--- config.mk ---
export PLATFORM = sky130hd
export DESIGN_NAME = systolic_drain
export DESIGN_NICKNAME = d
export VERILOG_FILES = /design/src/rtl/systolic_drain.sv
export SDC_FILE = /design/constraint.sdc
export NUM_CORES = 1
export LEC_CHECK = 0
export CAP_MARGIN = 20
export CORE_ASPECT_RATIO = 0.8
export CORE_MARGIN = 2
export CORE_UTILIZATION = 30
export CTS_CLUSTER_SIZE = 8
export DETAILED_ROUTE_END_ITERATION = 8
export DONT_BUFFER_PORTS = 1
export SYNTH_ARGS = -nofsm -noshare
export SYNTH_HDL_FRONTEND = slang
export SYNTH_SLANG_ARGS = --single-unit
--- constraint.sdc ---
create_clock -name clk -period 16.4 [get_ports clk]
set_clock_uncertainty 0.1 [all_clocks]
set_input_delay 1.64 -clock clk [delete_from_list [all_inputs] [get_ports clk]]
set_output_delay 1.64 -clock clk [all_outputs]
set_load 0.1 [all_outputs]
--- src/rtl/systolic_drain.sv ---
// systolic_drain: waits WAIT_CYCLES after start, snapshots the flattened
// N*M result bus and streams the words out over a valid/ready handshake.
// Ports: clk, rst (sync, active-low), start, C_in (N*M words, k=N*row+col),
//   busy, out_data, out_index (k), out_valid, out_ready, out_last.
// Option: define SYSTOLIC_DRAIN_COLMAJOR_EN for column-major word order
//   (k = N*(pos mod N) + pos div N); default order is row-major (k = pos).
module systolic_drain #(
  parameter int DATA_WIDTH  = 32,
  parameter int N           = 3,
  parameter int M           = 3,
  parameter int WAIT_CYCLES = 8,
  localparam int IDX_W      = $clog2(N*M)
) (
  input  logic                    clk,
  input  logic                    rst,
  input  logic                    start,
  input  logic [DATA_WIDTH*N*M-1:0] C_in,
  output logic                    busy,
  output logic [DATA_WIDTH-1:0]   out_data,
  output logic [IDX_W-1:0]        out_index,
  output logic                    out_valid,
  input  logic                    out_ready,
  output logic                    out_last
);

  localparam int NM = N * M;

  typedef enum logic [1:0] {
    S_IDLE,
    S_WAIT,
    S_STREAM
  } state_t;

  state_t                  r_state;
  state_t                  w_nxt;
  logic [7:0]              r_wcnt;
  logic [IDX_W-1:0]        r_pos;
  logic [DATA_WIDTH-1:0]   r_buf [NM];
  logic [IDX_W-1:0]        w_k;
  logic                    w_valid;
  logic                    w_last;
  logic                    w_snap;
  logic                    w_xfer;

`ifdef SYSTOLIC_DRAIN_COLMAJOR_EN
  // r_in walks rows (pos mod N), r_out walks columns (pos div N).
  logic [IDX_W-1:0]        r_in;
  logic [IDX_W-1:0]        r_out;
  assign w_k = IDX_W'(N * int'(r_in) + int'(r_out));
`else
  assign w_k = r_pos;
`endif

  assign w_valid = (r_state == S_STREAM);
  assign w_last  = w_valid && (r_pos == IDX_W'(NM - 1));

  always_comb begin
    w_nxt  = r_state;
    w_snap = 1'b0;
    w_xfer = 1'b0;
    unique case (r_state)
      S_IDLE: begin
        if (start) w_nxt = S_WAIT;
      end
      S_WAIT: begin
        if (r_wcnt == 8'(WAIT_CYCLES - 1)) begin
          w_snap = 1'b1;
          w_nxt  = S_STREAM;
        end
      end
      S_STREAM: begin
        if (out_ready) begin
          w_xfer = 1'b1;
          if (w_last) w_nxt = S_IDLE;
        end
      end
      default: w_nxt = S_IDLE;
    endcase
  end

  always_ff @(posedge clk) begin
    if (!rst) begin
      r_state <= S_IDLE;
      r_wcnt  <= '0;
      r_pos   <= '0;
      for (int k = 0; k < NM; k++) r_buf[k] <= '0;
`ifdef SYSTOLIC_DRAIN_COLMAJOR_EN
      r_in    <= '0;
      r_out   <= '0;
`endif
    end else begin
      r_state <= w_nxt;
      if (r_state == S_IDLE) r_wcnt <= '0;
      else if (r_state == S_WAIT) r_wcnt <= r_wcnt + 8'd1;
      if (w_snap) begin
        for (int k = 0; k < NM; k++)
          r_buf[k] <= C_in[k*DATA_WIDTH +: DATA_WIDTH];
        r_pos <= '0;
`ifdef SYSTOLIC_DRAIN_COLMAJOR_EN
        r_in  <= '0;
        r_out <= '0;
`endif
      end else if (w_xfer && !w_last) begin
        r_pos <= r_pos + 1'b1;
`ifdef SYSTOLIC_DRAIN_COLMAJOR_EN
        if (r_in == IDX_W'(N - 1)) begin
          r_in  <= '0;
          r_out <= r_out + 1'b1;
        end else begin
          r_in  <= r_in + 1'b1;
        end
`endif
      end
    end
  end

  assign busy      = (r_state != S_IDLE);
  assign out_valid = w_valid;
  assign out_last  = w_last;
  assign out_data  = w_valid ? r_buf[w_k] : '0;
  assign out_index = w_valid ? w_k : '0;

endmodule

# Word-level counts from Yosys, hierarchy flattened
# Memories as Yosys holds them, arrays and structs flattened. A register that Yosys moved wholly into a read port is not among the register bits.
# Index checks and enable logic that the tools add are counted.
# classes
n_addsub	2
eq_ne	8
n_mux	26
bitwise	10
n_reduce_logical	8
# ops
op	n
32-bit two-way mux	10
4-bit two-way mux	3
1-bit OR	9
8-bit by 1-bit adder with 8-bit output (second input constant)	1
8-bit by 3-bit equality test with 1-bit output (second input constant)	1
1-bit two-way mux	8
2-bit two-way mux	4
2-bit inequality test (second input constant)	3
2-bit case mux with 3 select lines	1
4-bit by 1-bit adder with 4-bit output (second input constant)	1
4-bit equality test (second input constant)	1
4-bit AND reduction	1
2-bit OR reduction	2
2-bit by 1-bit equality test with 1-bit output (second input constant)	1
2-bit equality test (second input constant)	1
1-bit logical AND	2
2-bit logical NOT	1
2-bit by 1-bit inequality test with 1-bit output (second input constant)	1
2-bit nonzero test	1
1-bit logical NOT	1
1-bit NOT	1
# word_totals
register_bits	14
mem_bits_rw	288
in_bits	292
output_inout_bits	39
word_cells	58
memories	1
# memory_table
name	depth	word_bits	read_ports	rd_clocked_by_memory_dff	write_ports	line	source
r_buf	9	32	1	1	9	38	logic [DATA_WIDTH-1:0] r_buf [NM];

# Logic depth before layout (Yosys ltp)
# Gate-level depths: netlist of run 1.
# logic_depth
depth_word	7
depth_mapped	7
mapped_depth_nobuf	5

# Least setup slack after synthesis of run 1
# No wires, ideal clock.
# synth_timing
kind	register to register
startpoint	reg r_wcnt[4]
endpoint	mem r_buf[0][0] (enable)
setup_ps	958
arrival_time_ps	13459
t_required_ps	15342
slack_ps	1882
path_stages_with_launch	4
n_path_buf	1
period_less_slack_ps	14518
path_cell_list	dfxtp_1 > or4_1 > buf_2 > o31ai_2
# synth_lines
element	line	source
start, declared	36	logic [7:0] r_wcnt;
start signal, assigned	94	else if (r_state == S_WAIT) r_wcnt <= r_wcnt + 8'd1;
end, declared	38	

==> results of run 1 <==
[critical path, stage by stage (launching register included)]
cell                      delay, ns
sky130_fd_sc_hd__dfxtp_4       0.79
sky130_fd_sc_hd__buf_4         0.71
sky130_fd_sc_hd__mux4_2        0.58
sky130_fd_sc_hd__o22ai_1       0.26
sky130_fd_sc_hd__nor3_2        0.12
sky130_fd_sc_hd__buf_16        0.22
[logic make-up (layout without fill, tap and decap cells)]
| family | after synthesis | in the layout | share of synthesized area [%] |
|---|---|---|---|
| AND/OR/NAND/NOR | 392 | 392 | 17.7 |
| flip-flops | 306 | 306 | 66.3 |
| buffers and inverters | 69 | 105 | 2.35 |
| multiplexers | 65 | 65 | 10.7 |
| AO/OA/AOI/OAI | 60 | 60 | 2.66 |
| adder cells (fa/ha/maj) | 3 | 3 | 0.276 |
| XOR/XNOR | 1 | 1 | 0.0644 |
| other | 0 | 5 | 0 |
[where the power goes]
part	total, mW	internal (mW)	switching [mW]	leakage (nW)
registers	0.885	0.878	0.00743	3.12
clock network	0.806	0.487	0.319	0.576
logic	0.0303	0.00993	0.0204	1.91
total	1.72	1.37	0.347	5.61
[per-layer routing]
metal	part of all wire, %	vias to the layer above
met3	7.4	58
li1	-	3349
met4	2.1	14
met2	47	276
met5	0.27	-
met1	43	3676
[final timing paths]
kind	end	slack, ns	cells past startpoint
worst max-delay path	out_data[22]	11.34	5
worst min-delay path	r_wcnt[7]	0.40	2
worst min register to register	r_wcnt[7]	0.40	2
worst max register to register	r_buf[7][13]	11.99	5
[registers in the layout (all words and copies together), names as in the netlist, named ones only]
register and flops:
r_pos 4, r_state 2, r_wcnt 8, r_buf 288
[layout make-up]
cell class | instances | share of cell area (%)
Tap cell | 603 | 4.62
Antenna cell | 5 | 0.0766
Timing Repair Buffer | 41 | 5.45
Multi-Input combinational cell | 521 | 27.3
Clock inverter | 4 | 0.153
Inverter | 7 | 0.161
Sequential cell | 306 | 55.2
Clock buffer | 53 | 7.08
[layout by cell type, fill, tap and decap left out, drive strengths merged, types with 5 or more instances in the layout]
cell	count
or4	5
o22ai	32
diode	5
dfxtp	18
and2	289
edfxtp	288
nor2	8
clkbuf	76
mux4	64
inv	9
nor3	33
buf	18
a21oi	15
nor2b	33
o21ai	7
[stage by stage]
stage / worst slack (ns) / instance area, µm²
final: 11.34 / 16300
after global routing: 11.01 / 16300
after CTS: 11.15 / 16300
after detailed placement: 11.65 / 15100
after global placement: 11.72 / 15100
after floorplan: 1.88 / 13600
==> metrics.md, run 1 <==
| Metric | Value |
|---|---|
| Synth Instances | `896` |
| Via count of the first global-routing pass | `~7800` |
| Arrival time worst endpoint | `approximately 3.3 ns` |
| Static leakage power | `around 5.6 nW` |
| Proportion of synthesized chip area in sequential cells | `66.3%` |
| Count of state elements after synthesis | `306` |
| Overall Power | `1.72 mW` |
| Final Core Density | `36.7%` |
| Classification of the worst-slack hold path | `reg2reg` |
| Placed cell count | `1478` |
| Core ar. | `0.0445 mm²` |
| Total negative setup slack | `0 ns` |
| Worst-path clk slew | `~0.050 ns` |
| Antenna-violating nets left | `0` |
| Hold path start | `r_wcnt[7]` |
| Global-route usage over all layers | `about 14%` |
| Half-perimeter wire length after detailed placement | `between 20000 and 25000 µm` |
| Top FF cell, synth | `sky130_fd_sc_hd__edfxtp_1` |
| Number of top-level pins | `331` |
| Std cell rows | `69` |
| Residual DRC | `0` |
| Wire length reported by the detailed router | `~33000 µm` |
| Layout overhead on the synthesized area | `20.2%` |
| Hold buffer count at cts | `0` |
| Post-synth EDFFs | `288` |
| Starting density of the core | `about 30%` |
| Type of origin of the critical path | `flip-flop` |
| Buffer cell driving the clock tree root | `sky130_fd_sc_hd__clkbuf_16` |
| Max-capacitance violation count | `0` |
| Most common library cells after synthesis | `289 x sky130_fd_sc_hd__and2_1, 288 x sky130_fd_sc_hd__edfxtp_1, 64 x sky130_fd_sc_hd__mux4_2` |
| Largest net degree at the start of global routing | `107` |
| CTS H-tree depth | `2` |
| Final setup viols | `0` |
| Most repeated cell in the gate-level netlist after synthesis | `sky130_fd_sc_hd__and2_1` |
| Wire length of the first global-routing pass | `49500 µm` |
| Detailed router's first-iteration violation count | `591` |
| Mean Syn Cell Area | `15.2 µm²` |
| Top Usage Layer GRT | `met2` |
| Number of slew-limit violations in the final report | `0` |
| Post-CTS resize count | `0` |
| Crit Path Category | `reg2out` |
| Combined area of the multi-input logic cells | `0.00446 mm²` |
| Buffers added on ports | `0` |
| Met3 usage in global routing | `4.53%` |
| M1 GR Usage | `18.2%` |
| Max Fclk | `0.198 GHz` |
| Latest clock arrival within the worst-skew pair | `roughly 0.55 ns` |
| Top cells by area, synth | `sky130_fd_sc_hd__edfxtp_1 64%, sky130_fd_sc_hd__and2_1 13%, sky130_fd_sc_hd__mux4_2 11%, sky130_fd_sc_hd__dfxtp_1 2.7%, sky130_fd_sc_hd__nor2b_1 1.5%` |
| Vias per cell | `4.79` |
| Die outline width | `roughly 240 µm` |
| Filler cell count | `4222` |
| Final global-route overflow total | `0` |
| Total area of sequential cells | `between 0.009 and 0.01 mm²` |
| Relative slew margins | `24.5%` |
| Initial antenna violation count | `13` |
| Pin slew with the least headroom to its limit | `1.13 ns` |
| Status | `finished clean` |
| Post-CTS repair timing setup buffer count | `0` |
| Share of flip-flops with an asynchronous set or reset | `0%` |
| Post-synthesis net count | `about 1200` |
| Met2 track demand over resource in global routing | `between 20% and 30%` |
| Required time of the critical path | `between 10 and 15 ns` |
| Die height | `approximately 200 µm` |
| Share of cells above drive strength 1 | `21.1%` |
| Clock tree buffer depth | `3` |
| Worst hold-check slack | `roughly 0.4 ns` |
| Netlist cell types | `35` |
| # nets final | `1216` |
| Type of destination of the critical path | `output pin` |
| Area share of the largest cell type after synthesis | `between 60% and 70%` |
| Peak VDD IR | `0.0000726 V` |
| Post-route insts no fill | `1540` |
| Iteration count of the initial detailed-routing pass | `6` |
| Area enclosed by the die boundary | `0.0471 mm²` |
| Maximum fanout along the worst path | `35` |
| Synthesis warning total | `0` |
| Number of sinks on the clock net | `306` |
| Combined area of all synthesized cells | `0.0136 mm²` |
| Detailed-route wire length per cell | `21.7 µm` |
| Setup repair after global routing missed its margin | `no` |
| Routability congestion estimate | `between 0.7 and 0.8` |
| Min cycle time layout | `5.06 ns` |
| Fin. Hold Viols | `0` |
| Startpoint of the lowest-slack register-to-register path | `r_wcnt[4]` |
| Cell taking the most area after synthesis | `sky130_fd_sc_hd__edfxtp_1` |
| Final period util | `30.8%` |
| CTS tree | `yes` |
| Power density over the cells | `roughly 110 mW/mm²` |
| Cts bufs inserted | `44` |
| Total via count after detailed routing | `7373` |
No activity file was read; power rests on OpenSTA's default activity.
==> run 2, diff against run 1 <==
==> constraint.sdc (replaced) <==
create_clock -name clk -period 4.3 [get_ports clk]
set_clock_uncertainty 0.1 [all_clocks]
set_input_delay 0.43 -clock clk [delete_from_list [all_inputs] [get_ports clk]]
set_output_delay 0.43 -clock clk [all_outputs]
set_load 0.1 [all_outputs]
==> run 2 against run 1 <==
Combinational power rose to 11 times the previous value. Non-clock buffer count is 291 higher. Global-route usage up 1.6 points. Hold slack got worse by 0.36 ns. Sequential power rose to 3.8 times the previous value.
==> metrics.md, run 2 (same netlist as run 1, synthesis figures left out) <==
| Metric | Value |
|---|---|
| Status | `finished clean` |
| Setup repair after global routing missed its margin | `no` |
| Most frequent standard cell in the layout excluding fill and tap cells | `sky130_fd_sc_hd__and2_1` |
| CTS tree | `yes` |
| Wire length of the first global-routing pass | `56400 µm (+14%)` |
| Post-CTS resize count | `0 (unchanged)` |
| Placed cell count | `1482 (+0.27%)` |
| Fin. Hold Viols | `0 (unchanged)` |
| CTS H-tree depth | `2 (unchanged)` |
| Buffers added on ports | `0 (unchanged)` |
| # nets final | `1507 (+24%)` |
| Area enclosed by the die boundary | `0.0471 mm² (unchanged)` |
| Half-perimeter wire length after detailed placement | `22300 µm (+1.1%)` |
| Vias per cell | `4.64 (-3.1%)` |
| Biggest registers after layout | `r_buf x288, r_wcnt x8, r_pos x4` |
| Routability congestion estimate | `0.746 (-1.0%)` |
| Detailed-route wire length per cell | `20.2 µm (-6.5%)` |
| Residual DRC | `0 (unchanged)` |
| Number of slew-limit violations in the final report | `0 (unchanged)` |
| Share of cells above drive strength 1 | `16.5% (-4.6 points)` |
| Wire length reported by the detailed router | `37000 µm (+11%)` |
| Type of destination of the critical path | `output pin` |
| Type of origin of the critical path | `flip-flop` |
| Buffer cell driving the clock tree root | `sky130_fd_sc_hd__clkbuf_16` |
| Worst reg2reg endpoint | `r_buf[6][14]` |
| Area of all placed cells without fillers | `0.0193 mm² (+18%)` |
| Worst hold-check slack | `0.0418 ns (-0.356 ns)` |
| Iteration count of the initial detailed-routing pass | `6 (unchanged)` |
| Final Core Density | `43.4% (+6.7 points)` |
| Startpoint of the lowest-slack register-to-register path | `r_wcnt[5]` |
| Classification of the worst-slack hold path | `in2reg` |
| Power density over the cells | `351 mW/mm² (+230%)` |
| Cells on worst reg2reg path | `4 (-1)` |
| Overall Power | `6.79 mW (+290%)` |
| Peak VDD IR | `0.000259 V (+260%)` |
| Die height | `194 µm (unchanged)` |
| Global-route usage over all layers | `15.7% (+1.6 points)` |
| Cts bufs inserted | `44 (unchanged)` |
| FF-to-FF setup slack | `1.57 ns (-10.42 ns)` |
| Min cycle time layout | `3.46 ns` |
| Latest clock arrival within the worst-skew pair | `0.55 ns (about the same)` |
| Post-Place Cell Area | `0.0153 mm² (+0.75%)` |
| Antenna cell count | `0 (-5)` |
| Std cell rows | `69 (unchanged)` |
| Pin slew with the least headroom to its limit | `1.11 ns (-0.0199 ns)` |
| Antenna-violating nets left | `0 (unchanged)` |
| Max-capacitance violation count | `0 (unchanged)` |
| Die outline width | `242 µm (unchanged)` |
| Total via count after detailed routing | `8469 (+15%)` |
| Crit Path Category | `reg2out` |
| Layout overhead on the synthesized area | `42.1%` |
| Maximum fanout along the worst path | `58 (+66%)` |
| Static leakage power | `6.85 nW (+22%)` |
| Total negative setup slack | `0 ns (unchanged)` |
| Core ar. | `0.0445 mm² (unchanged)` |
| Final global-route overflow total | `0 (unchanged)` |
| Largest net degree at the start of global routing | `150 (+40%)` |
| Final setup margin | `0.835 ns (-10.51 ns)` |
| Number of sinks on the clock net | `306 (unchanged)` |
| Worst setup timing slack at the placement stage | `1.43 ns (-10.22 ns)` |
| Clock tree buffer depth | `3 (unchanged)` |
| Arrival time worst endpoint | `2.93 ns (-0.39 ns)` |
| Number of flip-flops in the largest register | `288 (unchanged)` |
| Relative slew margins | `25.8% (+1.3 points)` |
| Worst-path clk slew | `0.05 ns (about the same)` |
| Number of top-level pins | `331 (unchanged)` |
| Max Fclk | `0.289 GHz` |
| Top reg by flops | `r_buf` |
| Top library cells by usage in the layout, fill and taps aside | `289 x sky130_fd_sc_hd__and2_1, 288 x sky130_fd_sc_hd__edfxtp_1, 287 x sky130_fd_sc_hd__dlygate4sd3_1` |
| Starting density of the core | `30.5% (unchanged)` |
| Initial antenna violation count | `2 (-11)` |
| Via count of the first global-routing pass | `9451 (+21%)` |
| Detailed router's first-iteration violation count | `444 (-25%)` |
| Final setup viols | `0 (unchanged)` |
| Worst setup endpoint | `out_data[27]` |
| Final period util | `80.6%` |
| Required time of the critical path | `3.77 ns (-10.89 ns)` |
| Post-route insts no fill | `1826 (+19%)` |
## run 2: area by class of cell
cell class | count | area [µm²]
clock buffer | 51 | 1130
clock inverter | 6 | 56.3
fill | 3914 | 25200
inverter | 7 | 26.3
multi-input combinational | 521 | 4460
sequential | 306 | 9020
tap | 603 | 754
timing repair buffer | 332 | 3880
## run 2: worst min-delay path by stage
| stage | cells after the start | startpoint | end | slack (ns) |
|---|---|---|---|---|
| global placement | 2 | r_wcnt[7] | r_wcnt[7] | 0.36 |
| floorplan | 2 | r_wcnt[7] | r_wcnt[7] | 0.35 |
| CTS | 1 | C_in[243] | r_buf[7][19] | 0.003 |
| global route | 1 | C_in[243] | r_buf[7][19] | 0.007 |
| detailed placement | 2 | r_wcnt[7] | r_wcnt[7] | 0.38 |
| finish | 1 | C_in[243] | r_buf[7][19] | 0.04 |
## run 2: critical path, cell delays in order (launching register included)
cell and delay, ns:
sky130_fd_sc_hd__dfxtp_4 1.01, sky130_fd_sc_hd__buf_4 0.32, sky130_fd_sc_hd__mux4_2 0.31, sky130_fd_sc_hd__o22ai_1 0.31
sky130_fd_sc_hd__nor3_2 0.13, sky130_fd_sc_hd__clkbuf_16 0.25
## run 2: timing repair
item	CTS	global route
hold buffers	287	0
setup buffers	0	0
endpoints found under the hold margin	288	0
## run 2: per-layer routing
metal  global-route usage, %  vias to the layer above  wire [µm]
met5                       0                        -         21
met4                    5.37                        4        888
met3                    3.91                       70       2230
met2                    26.1                      279      18100
met1                    20.1                     4191      15700
li1                        -                     3925          -
## run 2: report_power, final
part,switching (mW),internal [mW],total [mW]
Sequential,0.0281,3.35,3.37
Combinational,0.124,0.214,0.338
Clock,1.25,1.83,3.08
Total,1.40,5.39,6.79
==> run 3, diff against run 2 <==
==> constraint.sdc (replaced) <==
create_clock -name clk -period 3.4 [get_ports clk]
set_clock_uncertainty 0.1 [all_clocks]
set_input_delay 0.34 -clock clk [delete_from_list [all_inputs] [get_ports clk]]
set_output_delay 0.34 -clock clk [all_outputs]
set_load 0.1 [all_outputs]
==> run 3 against run 2 <==
Die area stayed put. Cell count up 0.99%. Clock-buffer cell count unchanged. First-iteration DRC count is 46% higher. Sequential power increased by 27%. Non-clock buffer count increased by 17. Utilization increased by 0.42 points. Highest routed layer unchanged. Power increased by 26%. Critical endpoint is now out_data[17]. Critical path depth decreased by 1. Sequential cell count unchanged.
==> metrics.md, run 3 (same netlist as run 1, synthesis figures left out) <==
| Metric | Value |
|---|---|
| Top library cells by usage in the layout, fill and taps aside | `292 x sky130_fd_sc_hd__dlygate4sd3_1, 289 x sky130_fd_sc_hd__and2_1, 288 x sky130_fd_sc_hd__edfxtp_1` |
| CTS H-tree depth | `2 (unchanged)` |
| Post-route insts no fill | `1844 (+0.99%)` |
| Type of origin of the critical path | `flip-flop` |
| Worst Hold Depth | `3 (+2)` |
| Final setup viols | `0 (unchanged)` |
| Maximum fanout along the worst path | `32 (-45%)` |
| Wire length reported by the detailed router | `37100 µm (+0.29%)` |
| Buffer cell driving the clock tree root | `sky130_fd_sc_hd__clkbuf_16` |
| Std cell rows | `69 (unchanged)` |
| Biggest registers after layout | `r_buf x288, r_wcnt x8, r_pos x4` |
| Residual DRC | `0 (unchanged)` |
| Number of top-level pins | `331 (unchanged)` |
| Die height | `194 µm (unchanged)` |
| Via count of the first global-routing pass | `9500 (+0.52%)` |
| Antenna-violating nets left | `0 (unchanged)` |
| Largest net degree at the start of global routing | `131 (-13%)` |
| Setup repair after global routing missed its margin | `no` |
| Initial antenna violation count | `5 (+3)` |
| Met3 usage in global routing | `3.84% (-0.069 points)` |
| Final global-route overflow total | `0 (unchanged)` |
| Top Usage Layer GRT | `met2` |
| Pin slew with the least headroom to its limit | `1.05 ns (-0.0637 ns)` |
| Relative slew margins | `30.2% (+4.3 points)` |
| Vias per cell | `4.70 (+1.3%)` |
| Routability congestion estimate | `0.783 (+5.0%)` |
| Peak VDD IR | `0.000387 V (+49%)` |
| Number of sinks on the clock net | `306 (unchanged)` |
| Clock tree buffer depth | `3 (unchanged)` |
| Required time of the critical path | `2.96 ns (-0.81 ns)` |
| Global-route usage over all layers | `15.7% (about the same)` |
| Cts bufs inserted | `44 (unchanged)` |
| Number of flip-flops in the largest register | `288 (unchanged)` |
| Crit Path Category | `reg2out` |
| Status | `finished clean` |
| Met2 track demand over resource in global routing | `26.4% (+0.35 points)` |
| Layout overhead on the synthesized area | `43.4%` |
| Final period util | `86.5%` |
| Final Core Density | `43.8% (+0.42 points)` |
| Area enclosed by the die boundary | `0.0471 mm² (unchanged)` |
| Min cycle time layout | `around 2.9 ns` |
| # nets final | `1524 (+1.1%)` |
| Total via count after detailed routing | `8667 (+2.3%)` |
| Top reg by flops | `r_buf` |
| Power density over the cells | `438 mW/mm² (+25%)` |
| Type of destination of the critical path | `output pin` |
| Cells on worst reg2reg path | `4 (unchanged)` |
| Buffers added on ports | `0 (unchanged)` |
| Number of slew-limit violations in the final report | `0 (unchanged)` |
| Share of cells above drive strength 1 | `17.3% (+0.77 points)` |
| Final setup margin | `0.460 ns (-0.376 ns)` |
| Core ar. | `0.0445 mm² (unchanged)` |
| Max-capacitance violation count | `0 (unchanged)` |
| Worst setup timing slack at the placement stage | `0.896 ns (-0.538 ns)` |
| Classification of the worst-slack hold path | `in2reg` |
| Worst-path clk slew | `0.05 ns (about the same)` |
| Latest clock arrival within the worst-skew pair | `0.53 ns (-0.02 ns)` |
| Post-CTS repair timing setup buffer count | `0 (unchanged)` |
| Detailed router's first-iteration violation count | `650 (+46%)` |
| CTS tree | `yes` |
| Fin. Hold Viols | `0 (unchanged)` |
| Placed cell count | `1494 (+0.81%)` |
| Detailed-route wire length per cell | `20.1 µm (-0.69%)` |
| M1 GR Usage | `20.0% (-0.11 points)` |
| Half-perimeter wire length after detailed placement | `22500 µm (+0.75%)` |
| Starting density of the core | `30.5% (unchanged)` |
| Arrival time worst endpoint | `2.50 ns (-0.43 ns)` |
| Iteration count of the initial detailed-routing pass | `5 (-1)` |
| Static leakage power | `6.94 nW (+1.3%)` |
| Wire length of the first global-routing pass | `56700 µm (+0.54%)` |
| Most frequent standard cell in the layout excluding fill and tap cells | `sky130_fd_sc_hd__dlygate4sd3_1` |
| Die outline width | `242 µm (unchanged)` |
| Max Fclk | `0.340 GHz` |
==> run 3: area by class of cell <==
cell class | instances | area, µm²
antenna | 3 | 7.51
clock buffer | 51 | 1130
clock inverter | 4 | 33.8
fill | 3880 | 25000
inverter | 7 | 26.3
multi-input combinational | 521 | 4660
sequential | 306 | 9020
tap | 603 | 754
timing repair buffer | 349 | 3880
==> run 3: through the flow <==
| step | cell area (µm²) | hold WS, ns | total power, mW | TNS (ns) |
|---|---|---|---|---|
| 6_report | 19500 | 0.138 | 8.55 | 0 |
| 5_1_grt | 19500 | 0.154 | 8.84 | 0 |
| 4_1_cts | 19500 | 0.0979 | 8.64 | 0 |
| 3_5_place_dp | 15400 | 0.368 | 4.50 | 0 |
| 3_3_place_gp | 15400 | 0.363 | 4.49 | 0 |
| 2_1_floorplan | 13800 | 0.347 | 4.47 | -1598.43 |
==> run 3: power breakdown <==
group / switching [mW] / internal, mW
sequential: 0.0351 / 4.23
combinational: 0.164 / 0.278
clock: 1.54 / 2.30
total: 1.74 / 6.81
==> run 3: layer usage <==
layer / routed length [µm] / vias up
met5: 11 / -
met4: 781 / 2
met3: 2300 / 60
met2: 18500 / 316
met1: 15500 / 4323
li1: - / 3966
==> run 3: what timing repair did <==
action                                 4_1_cts  5_1_grt
resized for setup                            0        0
hold buffers                               292        0
endpoints found under the hold margin      300        0
==> run 3: final timing paths <==
path	end	startpoint	slack, ns
setup / recovery	out_data[17]	flip-flop	0.46
hold / removal	flip-flop	out_ready	0.14
setup reg to reg	r_buf[0][9]	r_wcnt[7]	0.89
hold reg to reg	r_wcnt[7]	r_wcnt[7]	0.39
==> run 3: worst max-delay path, stage by stage (launching register included) <==
cell and delay, ns:
sky130_fd_sc_hd__dfxtp_1 0.34, sky130_fd_sc_hd__or2_2 0.82, sky130_fd_sc_hd__o22ai_1 0.26, sky130_fd_sc_hd__nor3_4 0.31, sky130_fd_sc_hd__buf_12 0.21
==> patch 1: new RTL, flow settings as in run 2 <==
Change the parameter `N` from 3 to 5.
--- a/src/rtl/systolic_drain.sv
+++ b/src/rtl/systolic_drain.sv
@@ -7,5 +7,5 @@
 module systolic_drain #(
   parameter int DATA_WIDTH  = 32,
-  parameter int N           = 3,
+  parameter int N           = 5,
   parameter int M           = 3,
   parameter int WAIT_CYCLES = 8,
Ports: changed (resized C_in); port bits go from 331 to 523. The function was not compared with the original's and may differ.
==> patch 1 against run 2 <==
Total power grew 69%; combinational power is 110% higher; wire length increased by 94%; setup slack lost 0.31 ns; synthesized area increased by 65%; critical path depth stayed put; sequential cell count grew 192; design area is 61% higher; largest power group unchanged; highest routed layer unchanged.
==> patch 1: results (changes against run 2) <==
Outcome
Status: completed (unchanged).

CTS
The CTS buffer count is 74 (was 44). The number of hold buffers added after CTS was 499 (was 287). The clock latency on the worst-skew pair was 0.59 ns (was 0.55 ns). The number of clock sinks seen by CTS came to 498 (was 306).

Power
The worst voltage drop across the vdd grid is 0.265 mV (was 0.259 mV). The leakage power of the design came to 10.8 nW (was 6.85 nW).

Final layout
The clock buffer count in the final layout came to 83 (was 51). The post-layout net count was 2,560 (was 1,507). The count of multi-input gates is 935 (was 521). The final core utilization came to 0.419 (was 0.434).

The buffer share of cell area came to 0.181 (was 0.201). Biggest regs: r_buf (480), r_wcnt (8), r_pos (4) (was r_buf (288), r_wcnt (8), r_pos (4)). The count of plain and timing-repair buffers in the layout is 561 (was 332). The number of ordinary inverters in the final layout was 3 (was 7). The clock tree cell share of total cell area is 0.0652 (was 0.0613).

Timing
The slew at the pin closest to its max-slew limit is 1.03 ns (was 1.11 ns).

Global route
The via count of the first global-routing pass is 16.0k (was 9,451). The met1 layer usage reported by global route is 0.243 (was 0.201). The met2 routing resource usage after global routing came to 0.283 (was 0.261). The global-route wire length before repair is 103 mm (was 56.4 mm). The largest net degree at the start of global routing is 147 (was 150). The number of antenna violations at the first check in global routing is 16 (was 2). The combined global-route utilization of all metal layers is 0.181 (was 0.157).

Synthesis
The cell count after synthesis is 1,548 (was 896). The share of the yosys chip area belonging to registers is 0.657 (was 0.663). The number of synthesized flops with an enable pin was 480 (was 288). The post-synthesis cell type count was 37 (was 35).

The proportion of synthesized area in mux cells is 0.0926 (was 0.107). The post-synth net total is 2,035 (was 1,191). Cells taking the most area after synthesis: edfxtp_1 64%, and2_1 13%, mux4_2 6.4%, mux2i_1 2.8%, nor2b_1 1.8% (was edfxtp_1 64%, and2_1 13%, mux4_2 11%, dfxtp_1 2.7%, nor2b_1 1.5%). Most instantiated cells after synthesis: 484 x and2_1, 480 x edfxtp_1, 64 x mux2i_1, 64 x mux4_2, 63 x nor2b_1 (was 289 x and2_1, 288 x edfxtp_1, 64 x mux4_2, 33 x nor2b_1, 33 x nor3_1).

Detailed routing
The wire length per cell after detailed routing is 23.0 microns (was 20.2 microns). The number of vias after detailed routing was 14.8k (was 8,469). The violation count after the first detailed-routing iteration is 1,403 (was 444). The routed wire length on met3 is 6.14 mm (was 2.23 mm).

Placed design
The half-perimeter wire length of the detailed placement result is 45.6 mm (was 22.3 mm). The area after detailed placement is 23,900 sq um (was 15,300 sq um). The post-place setup slack is 1.07 ns (was 1.43 ns). The final weighted congestion of routability-driven global placement is 0.907 (was 0.746).

Worst setup path
The largest fanout on the critical path is 30 (was 58).
patch 1: cell types whose count changed after synthesis, moves of 32 or more:
cell / run 2 / this run
a211oi_1: 0 / 34
and2_1: 289 / 484
edfxtp_1: 288 / 480
mux2i_1: 1 / 64
nand2_1: 4 / 38
nor3_1: 33 / 0
o32a_1: 0 / 32
patch 1: power groups by stage:
stage	Combinational [mW]	Sequential (mW)	Clock (mW)
after global routing	0.745	5.62	5.51
after global placement	0.294	5.68	0
after detailed placement	0.298	5.69	0
after floorplan	0.210	5.68	0
after CTS	0.691	5.60	5.32
final	0.698	5.60	5.20
patch 1: final timing paths:
kind	from	to	slack, ns	depth (start not counted)
worst min-delay path	C_in[113]	r_buf[3][17]	0.03	1
worst min register to register	r_wcnt[6]	r_wcnt[6]	0.42	2
worst max-delay path	flip-flop	out_data[21]	0.53	5
worst max register to register	r_state[1]	flip-flop	1.29	5
==> patch 2: new RTL, config.mk and constraints of run 2 <==
Without the edit above. Re-encode `state_t` (3 states) as one-hot, 3 bits wide.
--- a/src/rtl/systolic_drain.sv
+++ b/src/rtl/systolic_drain.sv
@@ -26,8 +26,8 @@
   localparam int NM = N * M;
 
-  typedef enum logic [1:0] {
-    S_IDLE,
-    S_WAIT,
-    S_STREAM
+  typedef enum logic [2:0] {
+    S_IDLE   = 3'b001,
+    S_WAIT   = 3'b010,
+    S_STREAM = 3'b100
   } state_t;
 
Formal check against the unedited RTL: no difference found for any inputs over 10 cycles, from zero or initial values and one cycle with rst low; not proved beyond that.
==> patch 2 against run 2 <==
Critical endpoint is now out_data[4]; total power increased by 1.2%; synthesized area is 1.3% higher; fmax up 2.3%; wire length rose by 0.25%; first-iteration DRC count grew 34%; design area increased by 0.88%; setup slack gained 0.076 ns; die area increased by 1.2%; register-to-register slack got worse by 0.17 ns; via count grew 1.6%; synthesized cell count up 2.3%; sequential cell count up 1.
==> patch 2: results (changes against run 2) <==
Detailed routing
The sum of routed wire length over all layers came to 37.0 mm (about the same). The violation count after the first detailed-routing iteration was 597 (was 444).

Worst setup path
The critical-path cell with the highest stage delay is nand2b_2 (was dfxtp_4). The longest individual stage delay on the worst path was 0.87 ns (was 1.01 ns). The endpoint of the worst register-to-register path is r_buf[3][15] (was r_buf[6][14]). The largest fanout on the critical path is 29 (was 58).

The critical path arrival came to 2.86 ns (was 2.93 ns). The worst setup slack for register-to-register paths is 1.40 ns (was 1.57 ns). The source of the worst register-to-register timing path is r_state[1] (was r_wcnt[5]).

Synthesis
The share of the yosys chip area belonging to registers is 0.656 (was 0.663). Cells taking the most area after synthesis: edfxtp_1 63%, and2_1 13%, mux4_2 10%, dfxtp_1 2.8%, nor2b_1 1.5% (was edfxtp_1 64%, and2_1 13%, mux4_2 11%, dfxtp_1 2.7%, nor2b_1 1.5%). The proportion of synthesized area in mux cells came to 0.106 (was 0.107). Most instantiated cells after synthesis: 291 x and2_1, 288 x edfxtp_1, 64 x mux4_2, 34 x nor2b_1, 33 x clkbuf_1 (was 289 x and2_1, 288 x edfxtp_1, 64 x mux4_2, 33 x nor2b_1, 33 x nor3_1).

The post-synth net total was 1,212 (was 1,191). The synthesized-area fraction occupied by xor and xnor cells is 0 (was 0.000644). The post-synthesis cell type count is 42 (was 35). The adder and majority gate portion of the synthesized area is 0.00273 (was 0.00276).

Worst hold path
The end of the worst hold path is r_buf[5][3] (was r_buf[7][19]). The worst min-delay path startpoint is C_in[163] (was C_in[243]).

Placed design
The post-place setup slack is 1.46 ns (was 1.43 ns). The half-perimeter wire length of the detailed placement result is 22.8 mm (was 22.3 mm). The area after detailed placement is 15,400 sq um (was 15,300 sq um).

The final weighted congestion of routability-driven global placement is 0.734 (was 0.746).

Global route
The number of antenna violations at the first check in global routing is 4 (was 2). The global-route wire length before repair was 55.7 mm (was 56.4 mm). The via count of the first global-routing pass is 9,322 (was 9,451).

The largest net degree at the start of global routing is 221 (was 150). The combined global-route utilization of all metal layers is 0.154 (was 0.157).

Final layout
The post-layout net count is 1,522 (was 1,507). The area added between synthesis and finish is 41.6% (was 42.1%). The number of fill cells in the layout is 3,996 (was 3,914).

Timing
The slew at the pin closest to its max-slew limit is 1.08 ns (was 1.11 ns).

Power
The worst voltage drop across the vdd grid is 0.250 mV (was 0.259 mV). The leakage power of the design was 6.89 nW (was 6.85 nW). The internal power is 5.44 mW (was 5.39 mW).

Outcome
Status: completed (unchanged).
[patch 2: cell types whose count changed in the layout (fill, tap and decap cells not counted), moves of 3 or more]
cell           delta
clkbuf_1         +11
buf_4             +4
dlygate4sd3_1     -4
nor2_1            -4
diode_2           +3
inv_1             +3
nor4b_1           +3
[patch 2: layout make-up]
cell class / instances / share of cell area
repair buffers: 330 / 0.196
multi-input cells: 534 / 0.235
flip-flops and latches: 307 / 0.464
clock buffers: 62 / 0.0600
well taps: 612 / 0.0393
diodes: 3 / 0.000385
inverters: 10 / 0.00193
clock inverters: 5 / 0.00270
[patch 2: worst max path at each step]
stage                   start      endpoint  slack [ns]  cells after the start
finish              flip-flop   out_data[4]        0.91                      5
global route        flip-flop   out_data[6]        0.73                      6
CTS                 flip-flop   out_data[6]        0.84                      6
global placement    flip-flop  out_data[19]        1.45                      5
floorplan           r_wcnt[1]   r_buf[0][0]       -4.57                      3
detailed placement  flip-flop  out_data[19]        1.46                      5
[patch 2: through the flow]
stage / cells / util / hold slack, ns
3_3_place_gp: 1510 / 0.339 / 0.363
3_5_place_dp: 1510 / 0.339 / 0.394
2_1_floorplan: 917 / - / 0.349
6_report: 1863 / 0.428 / 0.0499
4_1_cts: 1859 / 0.428 / 0.00131
5_1_grt: 1862 / 0.428 / 0.0111
[patch 2: layer usage]
metal  global-route usage  part of all wire  vias up  routed length, microns
li1                     -                 -     4008                       -
met1                0.204              0.44     4243                   16200
met2                0.252              0.49      311                   18000
met3               0.0393             0.064       41                    2360
met4               0.0393             0.014        0                     523
met5                    0                 0        -                       0
[patch 2: timing repair]
item	4_1_cts	5_1_grt
hold buffers	282	1
endpoints found under the setup margin	0	0
endpoints found under the hold margin	288	1
